$ cat src/rtl/dcache_pkg.sv
// dcache_pkg: shared types and constants for the data cache controller.
//   MEM_DEPTH / ADDR_W : dataram word-address depth and the line-address width.
//   state_e            : controller FSM encoding (2 bits).
//   req_t              : request captured on a miss or write.
//   sel_word()         : pick a 32-bit word out of a 128-bit line (word 0 = [31:0]).
package dcache_pkg;

    localparam int MEM_DEPTH = 12;
    localparam int ADDR_W    = MEM_DEPTH - 2;
    localparam int LINE_W    = 128;

    typedef enum logic [1:0] {
        S_IDLE    = 2'd0,
        S_MISS_RD = 2'd1,
        S_FILL    = 2'd2,
        S_WRITE   = 2'd3
    } state_e;

    typedef struct packed {
        logic [ADDR_W-1:0] addr;
        logic [1:0]        offset;
        logic [31:0]       din;
        logic              hit;
    } req_t;

    function automatic logic [31:0] sel_word(input logic [LINE_W-1:0] line,
                                             input logic [1:0]        off);
        return line[{off, 5'b0} +: 32];
    endfunction

endpackage

$ cat src/rtl/dcache_tagram.sv
// dcache_tagram: valid/tag/data storage for a direct-mapped cache.
//   clk_i, rst_ni      : clock, async active-low reset (clears valid bits only).
//   rd_idx_i           : combinational read index.
//   rd_valid_o/rd_tag_o/rd_line_o : contents of the indexed line.
//   wr_en_i            : write strobe.
//   wr_fill_i          : 1 = whole-line fill (sets tag and valid), 0 = word merge.
//   wr_idx_i, wr_tag_i, wr_line_i, wr_offset_i, wr_word_i : write data.
module dcache_tagram
    import dcache_pkg::*;
#(
    parameter int INDEX_BITS = 4,
    parameter int TAG_W      = 6
) (
    input  logic                  clk_i,
    input  logic                  rst_ni,
    input  logic [INDEX_BITS-1:0] rd_idx_i,
    output logic                  rd_valid_o,
    output logic [TAG_W-1:0]      rd_tag_o,
    output logic [LINE_W-1:0]     rd_line_o,
    input  logic                  wr_en_i,
    input  logic                  wr_fill_i,
    input  logic [INDEX_BITS-1:0] wr_idx_i,
    input  logic [TAG_W-1:0]      wr_tag_i,
    input  logic [LINE_W-1:0]     wr_line_i,
    input  logic [1:0]            wr_offset_i,
    input  logic [31:0]           wr_word_i
);

    localparam int NLINES = 2 ** INDEX_BITS;

    logic [NLINES-1:0] valid_q;
    logic [TAG_W-1:0]  tag_q  [NLINES];
    logic [LINE_W-1:0] data_q [NLINES];

    assign rd_valid_o = valid_q[rd_idx_i];
    assign rd_tag_o   = tag_q[rd_idx_i];
    assign rd_line_o  = data_q[rd_idx_i];

    always_ff @(posedge clk_i or negedge rst_ni) begin
        if (!rst_ni) begin
            valid_q <= '0;
        end else if (wr_en_i && wr_fill_i) begin
            valid_q[wr_idx_i] <= 1'b1;
        end
    end

    // Tags and data carry no reset; valid bits gate every use of them.
    always_ff @(posedge clk_i) begin
        if (wr_en_i) begin
            if (wr_fill_i) begin
                tag_q[wr_idx_i]  <= wr_tag_i;
                data_q[wr_idx_i] <= wr_line_i;
            end else begin
                data_q[wr_idx_i][{wr_offset_i, 5'b0} +: 32] <= wr_word_i;
            end
        end
    end

endmodule

$ cat src/rtl/dcache_ctrl.sv
// dcache_ctrl: direct-mapped, write-through, no-write-allocate data cache
// between the pipeline memory stage and dataram.
//   clk_i, rst_ni                        : clock, async active-low reset.
//   cpu_re_i/cpu_we_i                    : load/store request, held until cpu_complete_o.
//   cpu_addr_i/cpu_offset_i/cpu_din_i    : line address, word in line, store data.
//   cpu_dout_o/cpu_complete_o            : load data and request-finished flag.
//   mem_re_o/mem_we_o/mem_addr_o/mem_offset_o/mem_din_o : to dataram.
//   mem_dout_i/mem_complete_i            : from dataram.
//   hit_count_o/miss_count_o             : read hit / miss counters (wrap).
module dcache_ctrl
    import dcache_pkg::*;
#(
    parameter int INDEX_BITS = 4
) (
    input  logic              clk_i,
    input  logic              rst_ni,
    input  logic              cpu_re_i,
    input  logic              cpu_we_i,
    input  logic [ADDR_W-1:0] cpu_addr_i,
    input  logic [1:0]        cpu_offset_i,
    input  logic [31:0]       cpu_din_i,
    output logic [31:0]       cpu_dout_o,
    output logic              cpu_complete_o,
    output logic              mem_re_o,
    output logic              mem_we_o,
    output logic [ADDR_W-1:0] mem_addr_o,
    output logic [1:0]        mem_offset_o,
    output logic [31:0]       mem_din_o,
    input  logic [LINE_W-1:0] mem_dout_i,
    input  logic              mem_complete_i,
    output logic [31:0]       hit_count_o,
    output logic [31:0]       miss_count_o
);

    localparam int TAG_W = ADDR_W - INDEX_BITS;

    state_e      state_q;
    req_t        req_q;
    logic        mem_re_q, mem_we_q;
    logic [31:0] hit_q, miss_q;

    logic                  rd_valid;
    logic [TAG_W-1:0]      rd_tag;
    logic [LINE_W-1:0]     rd_line;
    logic                  hit;
    logic                  wr_en, wr_fill;

    dcache_tagram #(
        .INDEX_BITS (INDEX_BITS),
        .TAG_W      (TAG_W)
    ) u_tagram (
        .clk_i       (clk_i),
        .rst_ni      (rst_ni),
        .rd_idx_i    (cpu_addr_i[INDEX_BITS-1:0]),
        .rd_valid_o  (rd_valid),
        .rd_tag_o    (rd_tag),
        .rd_line_o   (rd_line),
        .wr_en_i     (wr_en),
        .wr_fill_i   (wr_fill),
        .wr_idx_i    (req_q.addr[INDEX_BITS-1:0]),
        .wr_tag_i    (req_q.addr[ADDR_W-1:INDEX_BITS]),
        .wr_line_i   (mem_dout_i),
        .wr_offset_i (req_q.offset),
        .wr_word_i   (req_q.din)
    );

    assign hit = rd_valid && (rd_tag == cpu_addr_i[ADDR_W-1:INDEX_BITS]);

    // Fill in FILL; word merge only when the store hit at request time.
    assign wr_fill = (state_q == S_FILL);
    assign wr_en   = wr_fill ||
                     ((state_q == S_WRITE) && mem_complete_i && req_q.hit);

    always_ff @(posedge clk_i or negedge rst_ni) begin
        if (!rst_ni) begin
            state_q  <= S_IDLE;
            req_q    <= '0;
            mem_re_q <= 1'b0;
            mem_we_q <= 1'b0;
            hit_q    <= '0;
            miss_q   <= '0;
        end else begin
            case (state_q)
                S_IDLE: begin
                    // re & we together is treated as a store.
                    if (cpu_we_i) begin
                        req_q    <= '{addr: cpu_addr_i, offset: cpu_offset_i,
                                      din: cpu_din_i, hit: hit};
                        mem_we_q <= 1'b1;
                        state_q  <= S_WRITE;
                    end else if (cpu_re_i) begin
                        if (hit) begin
                            hit_q <= hit_q + 32'd1;
                        end else begin
                            req_q    <= '{addr: cpu_addr_i, offset: cpu_offset_i,
                                          din: 32'd0, hit: 1'b0};
                            miss_q   <= miss_q + 32'd1;
                            mem_re_q <= 1'b1;
                            state_q  <= S_MISS_RD;
                        end
                    end
                end
                S_MISS_RD: begin
                    if (mem_complete_i) begin
                        mem_re_q <= 1'b0;
                        state_q  <= S_FILL;
                    end
                end
                S_FILL: begin
                    state_q <= S_IDLE;
                end
                S_WRITE: begin
                    if (mem_complete_i) begin
                        mem_we_q <= 1'b0;
                        state_q  <= S_IDLE;
                    end
                end
                default: state_q <= S_IDLE;
            endcase
        end
    end

    always_comb begin
        cpu_complete_o = 1'b1;
        cpu_dout_o     = 32'd0;
        case (state_q)
            S_IDLE: begin
                if (cpu_we_i) begin
                    cpu_complete_o = 1'b0;
                end else if (cpu_re_i) begin
                    cpu_complete_o = hit;
                    if (hit) cpu_dout_o = sel_word(rd_line, cpu_offset_i);
                end
            end
            S_MISS_RD: cpu_complete_o = 1'b0;
            // dataram's dout settled one clk after mem_complete; forward it directly.
            S_FILL:    cpu_dout_o = sel_word(mem_dout_i, req_q.offset);
            S_WRITE:   cpu_complete_o = mem_complete_i;
            default:   cpu_complete_o = 1'b1;
        endcase
    end

    assign mem_re_o     = mem_re_q;
    assign mem_we_o     = mem_we_q;
    assign mem_addr_o   = req_q.addr;
    assign mem_offset_o = req_q.offset;
    assign mem_din_o    = req_q.din;
    assign hit_count_o  = hit_q;
    assign miss_count_o = miss_q;

endmodule

$ cat config.mk
export PLATFORM = sky130hd
export DESIGN_NAME = dcache_ctrl
export DESIGN_NICKNAME = d
export VERILOG_FILES = /design/src/rtl/dcache_pkg.sv /design/src/rtl/dcache_tagram.sv /design/src/rtl/dcache_ctrl.sv
export SDC_FILE = /design/constraint.sdc
export NUM_CORES = 2
export LEC_CHECK = 0
export CORE_ASPECT_RATIO = 1.75
export CORE_UTILIZATION = 59
export DETAILED_ROUTE_END_ITERATION = 6
export HOLD_SLACK_MARGIN = 0.15
export PLACE_DENSITY_LB_ADDON = 0.25
export SYNTH_ARGS = -nofsm -noshare
export SYNTH_HDL_FRONTEND = slang
export SYNTH_SLANG_ARGS = --single-unit
$ cat constraint.sdc
create_clock -name clk_i -period 5.9 [get_ports clk_i]
set_input_delay 1.18 -clock clk_i [delete_from_list [all_inputs] [get_ports clk_i]]
set_output_delay 1.18 -clock clk_i [all_outputs]
set_load 0.05 [all_outputs]
Word-level counts from Yosys, hierarchy flattened
Memories as Yosys holds them, arrays and structs flattened.
Cells that the tools add are included.
{"block": "op_classes", "addsub": 3, "magnitude_cmp": 3, "n_eq_ne": 13, "shift": 4, "muxes": 161, "n_bitwise": 131, "reduce_logical": 16}
{"op": "128-bit by 8-bit indexed part select with 32-bit output", "count": 2}
{"op": "1-bit two-way mux", "count": 142}
{"op": "45-bit two-way mux", "count": 3}
{"op": "128-bit two-way mux", "count": 1}
{"op": "1-bit bitwise OR", "count": 128}
{"op": "32-bit by 9-bit variable shift with 128-bit output, first input constant", "count": 1}
{"op": "32-bit by 9-bit indexed part select with 128-bit output", "count": 1}
{"op": "32-bit two-way mux", "count": 3}
{"op": "32-bit by 1-bit adder with 32-bit output, second input constant", "count": 2}
{"op": "32-bit case mux with 2 select lines", "count": 1}
{"op": "16-bit bitwise OR", "count": 1}
{"op": "2-bit != test, second input constant", "count": 7}
{"op": "4-bit AND reduction", "count": 3}
{"op": "4-bit by 5-bit less-than comparator with 1-bit output, second input constant", "count": 2}
{"op": "2-bit two-way mux", "count": 5}
{"op": "7-bit negator with 9-bit output", "count": 1}
{"op": "2-bit case mux with 4 select lines", "count": 1}
{"op": "6-bit == test", "count": 1}
{"op": "3-bit != test, second input constant", "count": 2}
{"op": "3-bit AND reduction", "count": 2}
{"op": "2-bit nonzero test", "count": 3}
{"op": "1-bit logical AND", "count": 5}
{"op": "5-bit AND reduction", "count": 1}
{"op": "1-bit binary-select mux with 4-bit select", "count": 1}
{"op": "9 further kinds", "count": 12}
{"block": "word_totals", "reg_bits": 129, "ramBits": 2144, "in_bits": 177, "out_inout_bits": 143, "wordCells": 343, "n_memories": 2}
{"memory": "u_tagram.data_q", "depth": 16, "width": 128, "read_ports": 1, "rd_clocked_by_memory_dff": 0, "wr": 1, "line_no": "dcache_tagram.sv:33", "rtl": "logic [LINE_W-1:0] data_q [NLINES];"}
{"memory": "u_tagram.tag_q", "depth": 16, "width": 6, "read_ports": 1, "rd_clocked_by_memory_dff": 0, "wr": 1, "line_no": "dcache_tagram.sv:32", "rtl": "logic [TAG_W-1:0] tag_q [NLINES];"}

Logic depth before layout (Yosys ltp)
{"block": "logic_depth", "word_depth": 7, "mapped_depth": 14, "depth_no_buf": 8}

Modules after synthesis
From an unflattened synthesis, not the netlist that was laid out.
{"block": "unflattened", "hier_cells": 4204, "hier_area_um2": 89906.2}
{"module": "dcache_tagram", "instances": 1, "cells_per_inst": 3626, "area_per_inst_um2": 82756.9, "seq_area_each_um2": 64782.1}
{"module": "dcache_ctrl", "instances": 1, "cells_per_inst": 578, "area_per_inst_um2": 7149.4, "seq_area_each_um2": 2827.7}

Worst setup path before layout
OpenSTA, ideal clock, no wires.
{"block": "synth_timing", "kind": "input -> output", "startpoint": "in cpu_addr_i[1]", "endpoint": "out cpu_dout_o[10]", "arrival_ps": 4355, "required_ps": 4720, "slack_ps": 365, "stages": 12, "n_path_buf": 6, "cell_sequence": "buf_2 > buf_6 > buf_6 > buf_2 > clkbuf_1 > clkbuf_1 > mux4_2 > mux4_2 > nand2_1 > a21oi_1 > a21oi_1 > o21ai_0"}
{"block": "synth_between", "elab_chain_cells": 7, "word_cells_on_any_way": 11, "classes_between": "eq/ne: 1; shift: 1; mux: 6; reduce/logical: 1; memory: 2"}
{"item": "start, declared", "line_no": "dcache_ctrl.sv:19", "rtl": "input logic [ADDR_W-1:0] cpu_addr_i,"}
{"item": "branches (longest 3 deep; another with memory 16 x 128 bit)"}
{"item": "32-bit two-way mux (*)", "line_no": "dcache_ctrl.sv:132", "rtl": "if (hit) cpu_dout_o = sel_word(rd_line, cpu_offset_i);"}
{"item": "32-bit two-way mux (*)", "line_no": "dcache_ctrl.sv:130", "rtl": "end else if (cpu_re_i) begin"}
{"item": "32-bit two-way mux (*)", "line_no": "dcache_ctrl.sv:128", "rtl": "if (cpu_we_i) begin"}
{"item": "32-bit case mux with 2 select lines (*)", "line_no": "dcache_ctrl.sv:126", "rtl": "case (state_q)"}
{"item": "end, declared", "line_no": "dcache_ctrl.sv:22", "rtl": "output logic [31:0] cpu_dout_o,"}
Mark *: on every way between the ends. The select of a mux whose other input is x is not followed.

Worst setup path after layout
{"block": "layout_timing", "startpoint": "in cpu_addr_i[0]", "endpoint": "out cpu_dout_o[22]"}
The elaborated chain is that of the path after synthesis.

==> Implementation_results.wiki <==
{| class="wikitable"
! Metric !! Value
|-
| Aggregate routed wire length || roughly 270000 um
|-
| Placement row count || 189
|-
| Number of flip-flops and latches in the synthesized netlist || roughly 2300
|-
| Internal power consumption || 0.02902 W
|-
| Peak fanout along the critical path || 26
|-
| Minimum clock period || 5.535 ns
|-
| Leakage || around 34 nW
|-
| GRT Total Usage || ~35%
|-
| WP data required || about 4.7 ns
|-
| Remaining global-route overflow || 0
|-
| Number of buffers added to fix hold violations after cts || 0
|-
| Wire length of the first global-routing pass || ~370000 um
|-
| Number of enable-type register cells in the synthesized netlist || between 2000 and 2500
|-
| Clk_lat worst skew || between 0.8 and 0.9 ns
|-
| Top flip-flop cell by instance count after synthesis || sky130_fd_sc_hd__edfxtp_1
|-
| Final weighted congestion in routability-driven placement || 0.8773
|-
| Gate count after technology mapping || between 4000 and 5000
|-
| Half-perimeter wire length after detailed placement || between 150000 and 200000 um
|-
| Antenna violations before repair || 10
|-
| Initial standard-cell utilization of the core || ~60%
|-
| Detailed router's first-iteration violation count || a little under 7000
|-
| Final Cycle Share || a little over nine tenths
|-
| CTS tree || built
|-
| Via count of the first global-routing pass || 49000
|-
| Result of the run || finished, final reports clean
|-
| Reg-to-Reg Start || state_q[1]
|-
| Buffer depth of the longest clock path || 4
|-
| NetSw || approximately 0.012 W
|-
| Net switching share of the total power || between 20% and 30%
|-
| Worst ir drop on vdd || around 0.43 mV
|-
| Via density per instance || between 7 and 8
|-
| Synth-to-layout area growth || 16.17%
|-
| Sequential fraction of design power || roughly half
|-
| Power density cells || just under 400 nW/um^2
|-
| Die width || 298.0 um
|-
| Pin count of the biggest net entering global routing || 77
|-
| Initial DRT Pass Iterations || 6
|-
| Die height || approximately 520 um
|-
| Total Negative Setup Slacks || 0 ns
|-
| Final critical-path setup slack || 0.3649 ns
|-
| Post-CTS setup buffers || 0
|-
| Floorplan die area || 155000 sq um
|-
| Number of primary I/O pins || 320
|-
| Count of filler cells inserted in the layout || between 9000 and 10000
|-
| Crit Path Category || primary input to output port
|-
| Post-synthesis cell area || 90460 sq um
|-
| Worst Setup End Kind || output port
|-
| Multi-input logic area || around 22000 sq um
|-
| HP Class || primary input to async pin
|-
| Async SR Flop Fraction || between 5 and 6%
|-
| Number of vias after detailed routing || between 40000 and 50000
|-
| CTS resizes || 0
|-
| Unrepaired setup endpoints after global routing || false
|-
| Share of post-route cells with drive strength above 1 || 30.02%
|-
| Depth of the most critical reg-to-reg path || 4
|-
| Avg Cell Area, Syn || roughly 21 sq um
|-
| H-tree depth || 4
|-
| Combinational Power Share || about a fifth
|-
| Port Buffers || about 320
|-
| CP arrival || roughly 4.4 ns
|-
| Placed cells || roughly 6600
|-
| Setup Slack @ Placement || ~0.45 ns
|-
| Sequential cell area in the final layout || about 68000 sq um
|-
| End of the worst register-to-register path || u_tagram.data_q[10][49]
|-
| Timing-limited maximum frequency || 180.7 MHz
|-
| Slew at the pin closest to its max-slew limit || between 1 and 1.5 ns
|-
| Synth cell types || 44
|-
| Clk slew on worst S/H paths || 0.07 ns
|-
| Final hold violations || 0
|-
| Setup Viol. Count Final || 0
|-
| Placeable core region || ~150000 sq um
|-
| Root cell of the clock tree || sky130_fd_sc_hd__clkbuf_16
|-
| CP Launch Type || primary input
|-
| Crit path launch || cpu_addr_i[0]
|-
| Part of the power in the clock network || a little under a third
|-
| Routed length per placed instance || 38.46 um
|-
| Maxcap violations || 0
|-
| Max-slew violation total from the final report || 0
|-
| Synth Net Count || about 4400
|-
| Post-route clock skew || around 0.068 ns
|-
| Clock Sink Count || 2273
|-
| Setup slack on the worst flop-to-flop path || 2.17 ns
|-
| Post-route antenna net violation count || 0
|-
| Sequential cell area fraction in the yosys report || between 70 and 80%
|-
| Relative slew slack || approximately 8.6%
|-
| Post-route non-filler standard cell count || around 6900
|-
| Clock buffers created by TritonCTS || ~200
|-
| Number of remaining DRC errors || 0
|-
| Net total in the final layout || between 4000 and 5000
|-
| Count of warnings emitted by yosys || 0
|}
[synth_stat cells (7+ instances only)]
master                     number  area [sq um]
sky130_fd_sc_hd__mux2_1         8         90.09
sky130_fd_sc_hd__xnor2_1       28         245.2
sky130_fd_sc_hd__nor4_1         7         43.79
sky130_fd_sc_hd__inv_1         12         45.04
sky130_fd_sc_hd__nand2_1      318          1194
sky130_fd_sc_hd__dfrtp_1      129          3228
sky130_fd_sc_hd__mux2_2        12         135.1
sky130_fd_sc_hd__buf_1         19         71.32
sky130_fd_sc_hd__buf_4         75         563.0
sky130_fd_sc_hd__and3_1        13         81.33
sky130_fd_sc_hd__mux4_2       720         16220
sky130_fd_sc_hd__nand4_1       15         93.84
sky130_fd_sc_hd__ha_1           7         87.58
sky130_fd_sc_hd__xor2_1        43         376.6
sky130_fd_sc_hd__a21oi_1       22         110.1
sky130_fd_sc_hd__buf_2         78         390.4
sky130_fd_sc_hd__or2_2         17         106.4
sky130_fd_sc_hd__nand3_1       42         210.2
sky130_fd_sc_hd__edfxtp_1    2144         64380
sky130_fd_sc_hd__a32o_1        24         240.2
sky130_fd_sc_hd__mux2i_1       26         260.3
sky130_fd_sc_hd__a22o_1        33         289.0
sky130_fd_sc_hd__buf_6         12         135.1
sky130_fd_sc_hd__o21ai_0      140         700.7
sky130_fd_sc_hd__clkbuf_1     101         379.1
sky130_fd_sc_hd__nor3_1        22         110.1
sky130_fd_sc_hd__nor2_1       107         401.6
[power groups by stage]
stage	Clock, W	Sequential (W)	Combinational, W
6_report	0.0129	0.0201	0.00772
4_1_cts	0.0129	0.0201	0.00756
5_1_grt	0.0134	0.0202	0.00783
3_5_place_dp	0	0.0204	0.00751
2_1_floorplan	0	0.0201	0.00407
3_3_place_gp	0	0.0203	0.00742
[critical path, cell delays in order]
cell,delay (ns)
sky130_fd_sc_hd__buf_8,0.31
sky130_fd_sc_hd__buf_4,0.41
sky130_fd_sc_hd__mux4_2,0.56
sky130_fd_sc_hd__mux4_2,0.51
sky130_fd_sc_hd__mux2i_1,0.23
sky130_fd_sc_hd__buf_4,0.19
sky130_fd_sc_hd__nor2_1,0.08
sky130_fd_sc_hd__a21oi_1,0.38
sky130_fd_sc_hd__o21ai_0,0.16
sky130_fd_sc_hd__buf_4,0.17
sky130_fd_sc_hd__buf_12,0.14
[worst max-delay path by stage]
stage                      to  slack (ns)  cells past startpoint
5_1_grt         cpu_dout_o[4]        0.34                     11
2_1_floorplan  cpu_dout_o[10]        0.36                     12
3_3_place_gp    cpu_dout_o[4]        0.37                     11
3_5_place_dp   cpu_dout_o[18]        0.45                      7
6_report       cpu_dout_o[22]        0.36                     11
4_1_cts        cpu_dout_o[22]        0.44                     11
[routing by layer]
metal / wire (um) / share of wire (%) / GRT usage, %
met1: 85210 / 32 / 42.94
met2: 129500 / 49 / 56.14
met3: 35780 / 13 / 10.18
met4: 15330 / 5.8 / 16.94
met5: 26 / 0.0098 / 0
[state kept, by name (all words and copies together), names as in the netlist, 2 cells and up]
signal	cells
mem_offset_o	2
mem_din_o	32
u_tagram.valid_q	16
miss_count_o	32
u_tagram.tag_q	96
state_q	2
hit_count_o	32
u_tagram.data_q	2048
mem_addr_o	10
[cells in the final DEF (no fill, tap or decap), types with 12 or more instances in the layout]
master and instances:
sky130_fd_sc_hd__edfxtp_1 2144, sky130_fd_sc_hd__mux4_2 720, sky130_fd_sc_hd__nand2_1 314, sky130_fd_sc_hd__clkdlybuf4s50_1 279
sky130_fd_sc_hd__buf_4 245, sky130_fd_sc_hd__clkbuf_16 196, sky130_fd_sc_hd__dfrtp_1 127, sky130_fd_sc_hd__o21ai_0 114
sky130_fd_sc_hd__buf_12 104, sky130_fd_sc_hd__nor2_4 64, sky130_fd_sc_hd__nor2_1 43, sky130_fd_sc_hd__xor2_1 43
sky130_fd_sc_hd__nand3_1 42, sky130_fd_sc_hd__clkbuf_1 39, sky130_fd_sc_hd__clkinv_2 35, sky130_fd_sc_hd__a22o_1 33
sky130_fd_sc_hd__clkinv_1 31, sky130_fd_sc_hd__xnor2_1 28, sky130_fd_sc_hd__mux2i_1 26, sky130_fd_sc_hd__a32o_1 24
sky130_fd_sc_hd__bufinv_16 23, sky130_fd_sc_hd__o21ai_1 22, sky130_fd_sc_hd__nor3_1 20, sky130_fd_sc_hd__a21oi_1 18
sky130_fd_sc_hd__or2_2 17, sky130_fd_sc_hd__nand4_1 15, sky130_fd_sc_hd__inv_1 12, sky130_fd_sc_hd__mux2_2 12
sky130_fd_sc_hd__and3_1 12
[layout make-up]
class                      count  share of cell area [%]
tap                         2005                   2.387
sequential                  2273                   64.34
clock inverter               108                   1.111
inverter                      13                 0.04762
antenna                        5                 0.01191
multi-input combinational   1637                   20.80
timing repair buffer         634                   6.458
clock buffer                 238                   4.846
[kinds of logic after synthesis]
family / synth area share (%)
flip-flops: 74.74
AND/OR/NAND/NOR: 2.687
multiplexers: 18.46
AO/OA/AOI/OAI: 1.573
XOR/XNOR: 0.6874
adder cells (fa/ha/maj): 0.09681
buffers and inverters: 1.755
[stage by stage]
stage	power, W	util (%)	cell area [sq um]	hold WS, ns
6_report	0.04072	69.22	105100	0.4130
5_1_grt	0.04144	69.22	105100	0.4818
4_1_cts	0.04054	69.21	105100	0.4203
3_5_place_dp	0.02788	65.09	98820	0.4505
3_3_place_gp	0.02770	65.09	98820	0.4457
2_1_floorplan	0.02412	-	90460	0.4337
No activity file was read; power rests on OpenSTA's default activity.
